===== config.mk =====
export PLATFORM = sky130hd
export DESIGN_NAME = seq_adder_flat
export DESIGN_NICKNAME = d
export VERILOG_FILES = /design/src/rtl/seq_adder_if.sv /design/src/rtl/seq_adder.sv /design/src/flat_wrapper.sv
export SDC_FILE = /design/constraint.sdc
export NUM_CORES = 1
export LEC_CHECK = 0
export BUFFER_PORTS_ARGS = -buffer_cell sky130_fd_sc_hd__buf_2
export CORE_MARGIN = 10
export CORE_UTILIZATION = 53
export CTS_CLUSTER_DIAMETER = 120
export CTS_CLUSTER_SIZE = 12
export DETAILED_ROUTE_END_ITERATION = 7
export GPL_TIMING_DRIVEN = 0
export HOLD_SLACK_MARGIN = 0.02
export PLACE_DENSITY_LB_ADDON = 0.15
export SKIP_CTS_REPAIR_TIMING = 1
export SLEW_MARGIN = 15
export SYNTH_ARGS = -nofsm -noshare
export SYNTH_HDL_FRONTEND = slang
export SYNTH_SLANG_ARGS = --single-unit

===== constraint.sdc =====
create_clock -name clk -period 2.05 [get_ports clk]
set_input_delay 0.3075 -clock clk [delete_from_list [all_inputs] [get_ports clk]]
set_output_delay 0.3075 -clock clk [all_outputs]
set_load 0.02 [all_outputs]

===== src/rtl/seq_adder_if.sv =====
`default_nettype none
// ============================================================================
// Module : seq_adder_if -- start/busy/done handshake and operand/result bus
// Rev    : 1.0
// ============================================================================
interface seq_adder_if #(
  parameter int WIDTH = 16
);
  logic             start;
  logic [WIDTH-1:0] a;
  logic [WIDTH-1:0] b;
  logic             cin;
  logic             sub;
  logic             busy;
  logic             done;
  logic [WIDTH-1:0] sum;
  logic             cout;
  logic             ovf;

  modport master (
    output start, a, b, cin, sub,
    input  busy, done, sum, cout, ovf
  );

  modport slave (
    input  start, a, b, cin, sub,
    output busy, done, sum, cout, ovf
  );
endinterface
`default_nettype wire


===== src/rtl/seq_adder.sv =====
`default_nettype none
// ============================================================================
// Module : seq_adder -- digit-serial adder/subtractor, LSB digit first
// Rev    : 1.0
// ============================================================================
module seq_adder #(
  parameter int WIDTH = 16,
  parameter int DIGIT = 4
) (
  input  logic       clk,
  input  logic       rst_n,
  seq_adder_if.slave bus
);
  localparam int            NSTEP     = WIDTH / DIGIT;
  localparam int            SW        = (NSTEP > 1) ? $clog2(NSTEP) : 1;
  localparam logic [SW-1:0] LAST_STEP = SW'(NSTEP - 1);

  typedef enum logic [1:0] {
    IDLE = 2'd0,
    RUN  = 2'd1,
    DONE = 2'd2
  } state_e;

  state_e           state_q, state_d;
  logic [WIDTH-1:0] a_q, a_d, b_q, b_d, sum_q, sum_d;
  logic             c_q, c_d, cout_q, cout_d, ovf_q, ovf_d;
  logic [SW-1:0]    step_q, step_d;

  logic [DIGIT-1:0] s_dig;
  logic             c_nxt;

  // Operands shift right one digit per step; sum digits enter at the top.
  always_comb begin
    {c_nxt, s_dig} = {1'b0, a_q[DIGIT-1:0]} + {1'b0, b_q[DIGIT-1:0]}
                   + {{DIGIT{1'b0}}, c_q};
  end

  always_comb begin
    state_d = state_q;
    a_d     = a_q;
    b_d     = b_q;
    c_d     = c_q;
    sum_d   = sum_q;
    cout_d  = cout_q;
    ovf_d   = ovf_q;
    step_d  = step_q;
    case (state_q)
      IDLE, DONE: begin
        if (bus.start) begin
          state_d = RUN;
          a_d     = bus.a;
          b_d     = bus.sub ? ~bus.b : bus.b;
          c_d     = bus.sub ^ bus.cin;
          step_d  = '0;
        end else begin
          state_d = IDLE;
        end
      end
      RUN: begin
        a_d    = a_q >> DIGIT;
        b_d    = b_q >> DIGIT;
        c_d    = c_nxt;
        sum_d  = (sum_q >> DIGIT) | (WIDTH'(s_dig) << (WIDTH - DIGIT));
        step_d = step_q + SW'(1);
        if (step_q == LAST_STEP) begin
          state_d = DONE;
          step_d  = '0;
          cout_d  = c_nxt;
          // a^b^s at the MSB recovers the carry into bit WIDTH-1.
          ovf_d   = a_q[DIGIT-1] ^ b_q[DIGIT-1] ^ s_dig[DIGIT-1] ^ c_nxt;
        end
      end
      default: state_d = IDLE;
    endcase
  end

  always_ff @(posedge clk) begin
    if (!rst_n) begin
      state_q <= IDLE;
      a_q     <= '0;
      b_q     <= '0;
      c_q     <= 1'b0;
      sum_q   <= '0;
      cout_q  <= 1'b0;
      ovf_q   <= 1'b0;
      step_q  <= '0;
    end else begin
      state_q <= state_d;
      a_q     <= a_d;
      b_q     <= b_d;
      c_q     <= c_d;
      sum_q   <= sum_d;
      cout_q  <= cout_d;
      ovf_q   <= ovf_d;
      step_q  <= step_d;
    end
  end

  assign bus.busy = (state_q == RUN);
  assign bus.done = (state_q == DONE);
  assign bus.sum  = sum_q;
  assign bus.cout = cout_q;
  assign bus.ovf  = ovf_q;
endmodule
`default_nettype wire


===== src/flat_wrapper.sv =====
// flat-port wrapper written by rule: the top's interface ports become plain ports
module seq_adder_flat 
#(
  parameter int WIDTH = 16,
  parameter int DIGIT = 4
)
  (clk, rst_n, bus_start, bus_a, bus_b, bus_cin, bus_sub, bus_busy, bus_done, bus_sum, bus_cout, bus_ovf);
  seq_adder_if #(.WIDTH(WIDTH)) bus_i ();
  input  logic clk;
  input  logic rst_n;
  input wire logic [$bits(bus_i.start)-1:0] bus_start;
  input wire logic [$bits(bus_i.a)-1:0] bus_a;
  input wire logic [$bits(bus_i.b)-1:0] bus_b;
  input wire logic [$bits(bus_i.cin)-1:0] bus_cin;
  input wire logic [$bits(bus_i.sub)-1:0] bus_sub;
  output wire logic [$bits(bus_i.busy)-1:0] bus_busy;
  output wire logic [$bits(bus_i.done)-1:0] bus_done;
  output wire logic [$bits(bus_i.sum)-1:0] bus_sum;
  output wire logic [$bits(bus_i.cout)-1:0] bus_cout;
  output wire logic [$bits(bus_i.ovf)-1:0] bus_ovf;
  assign bus_i.start = bus_start;
  assign bus_i.a = bus_a;
  assign bus_i.b = bus_b;
  assign bus_i.cin = bus_cin;
  assign bus_i.sub = bus_sub;
  assign bus_busy = bus_i.busy;
  assign bus_done = bus_i.done;
  assign bus_sum = bus_i.sum;
  assign bus_cout = bus_i.cout;
  assign bus_ovf = bus_i.ovf;
  seq_adder #(.WIDTH(WIDTH), .DIGIT(DIGIT)) u_core (.clk(clk), .rst_n(rst_n), .bus(bus_i));
endmodule

==> impl_metrics.ini <==
[status]
outcome = finished clean

[drt]
drt_iter0_drc = 132
drtPass1Iterations = 4
vias = 2014
drc_errors = 0
avgViaCountPerCell = 5.29
wire_per_inst_um = 14.3
drt_wl_total_um = 5460
antenna_left = 0

[cells_and_area]
final_common_cell = buf_2
layout-drive-gt1-share = 0.249
nets = 371
final_cell_area_sq_mm = 0.00284
fin_util = 0.652
final_cell_count_no_fill = 381
layout_common_cells = 61 x buf_2, 55 x dfxtp_1, 51 x nand2_1, 42 x a21oi_1, 34 x a22oi_1
insertedDiodeCount = 0
syn_to_final_growth_pct = 19.8

[die]
fp.dieW_um = 86.9
rows = 24
core_sq_mm = 0.00435
die_area_sq_mm = 0.00755
start_util = 0.545
die_h_um = 86.9
ios = 57

[synth]
synth.distinct_cells = 27
synth-warning-count = 0
ys_async_sr_fraction = 0
syn_avg_cell_area_sq_um = 8.91
yosysSeqAreaShare = 0.464
synth_nets = 309
synth_flop_cell = dfxtp_1
ys_seq_elements = 55
syn_inst = 266
synth_area_sq_mm = 0.00237
synth_edf_count = 0

[timing]
period_needed_ps = 1950
finClkSkew_ps = 5.58
setup_tns_ps = 0
finalHoldViolCount = 0
report.final.setup_viol = 0
maxSlewViolCount = 0
max_freq_mhz = 512
tightest_slew_ps = 520
fin_crit_sh = 0.952
slew_headroom = 0.653

[clock_tree]
cts_made_buffers = 5
root_buffer = clkbuf_8
cts.clk_slew.worst_paths_ps = 90
clockBufferDepth = 2
h-tree-depth = 2
numClockSinks = 55
clock_latency_ps = 300
cts_tree = built

[pwr]
p_leak_nw = 1.23
power_density_mw_per_mm2 = 797
ir_drop_uv = 383
totalPowerFinal_mw = 2.26

[worst_setup_path]
cp.required_ps = 2270
cpPeakStageDelay_ps = 410
critPathKind = reg -> reg
slowest_stage = fa_1
worst-path-buf-inv = 2
start_kind = register
critPathTopFamily = compound AO/OA/AOI/OAI gates
crit_path_end_kind = register
crit_chain = inv_1 > fa_1 > inv_1 > fa_1 > a21o_1 > a21oi_4 > xor2_1 > a311oi_1
crit_path_max_fanout = 3
worstPathArrival_ps = 2170

[global_route]
grt_pass1_vias = 2024
antenna_found_initial = 0
gr-total-overflow = 0
grtUsageTotal = 0.147
grt_max_degree = 17
grt_pass1_wl_um = 9160

[job]
cap_violations = 0

[placement]
placedCellCount = 373
io_buffers = 55
dp_hpwl_um = 4100
place.gp.congestion = 0.769
place_area_sq_mm = 0.00271

[worst_hold_path]
hold_path_class = in -> reg
==> through the flow <==
step | setup slack, ps | hold slack (ps)
floorplan | 287 | 436
global placement | 70.8 | 438
detailed placement | 25.0 | 444
CTS | -0.550 | 251
global route | -3.57 | 278
finish | 97.9 | 253
==> worst paths after layout <==
kind,slack (ps),cells after the start,from,endpoint
min reg2reg,450,2,u_core.bus.sum[3]$_SDFFE_PN0P_,u_core.bus.sum[3]$_SDFFE_PN0P_
min,250,3,bus_a[12],u_core.a_q[12]$_SDFFE_PN0P_
max,100,8,u_core.c_q$_SDFFE_PN0P_,u_core.bus.ovf$_SDFFE_PN0P_
max reg2reg,100,8,u_core.c_q$_SDFFE_PN0P_,u_core.bus.ovf$_SDFFE_PN0P_
==> flip-flops by register name (all words and copies together) (netlist names) <==
register and flops:
u_core.b_q 16, u_core.c_q 1, u_core.bus.sum 16, u_core.step_q 2, u_core.a_q 16, u_core.bus.cout 1, u_core.state_q 2, u_core.bus.ovf 1
==> power by group <==
group / switching (mW) / leakage, nW / internal, mW / total, mW
Clock: 0.338 / 0.0612 / 0.395 / 0.733
Combinational: 0.213 / 0.715 / 0.153 / 0.367
Sequential: 0.0353 / 0.449 / 1.13 / 1.16
==> synth_stat cells (3+ instances only) <==
cell      instances  area (sq um)
nand2_1          51           191
ha_1              4          50.1
a22oi_1          34           255
xor2_1           18           158
buf_2             6          30.0
buf_4             3          22.5
dfxtp_1          55          1100
clkbuf_1          6          22.5
buf_6             6          67.6
nor2_1           15          56.3
inv_1             4          15.0
a21oi_1          43           215
==> tightest hold or removal path: cells and delay by family <==
family,cells,cell delay [ps]
buffers and inverters,1,70
AO/OA/AOI/OAI,1,60
AND/OR/NAND/NOR,1,70
==> metal layers <==
| layer | track usage | part of all wire |
|---|---|---|
| met3 | 0.0318 | 0.054 |
| met4 | 0.0398 | 0.0097 |
| met2 | 0.257 | 0.49 |
| met1 | 0.176 | 0.45 |
| met5 | 0 | 0 |
==> area by class of cell <==
type                       instances  area, sq um
fill                             406         1510
clock buffer                       6         82.6
buffer                            21          143
tap                               52         65.1
inverter                           6         27.5
multi-input combinational        184         1110
sequential                        55         1100
clock inverter                     2         35.0
timing repair buffer              55          275
==> cell families (layout without fill, tap and decap cells) <==
| family | after synthesis | in the layout | share of synthesized area |
|---|---|---|---|
| DFF | 55 | 55 | 0.464 |
| AOI/OAI and AO/OA | 83 | 83 | 0.218 |
| and+or+nand+nor | 75 | 75 | 0.134 |
| buffers and inverters | 27 | 90 | 0.0718 |
| adders and majority gates | 6 | 6 | 0.0380 |
| xor gates and xnor gates | 20 | 20 | 0.0739 |
(Power assumes the default switching activity.)
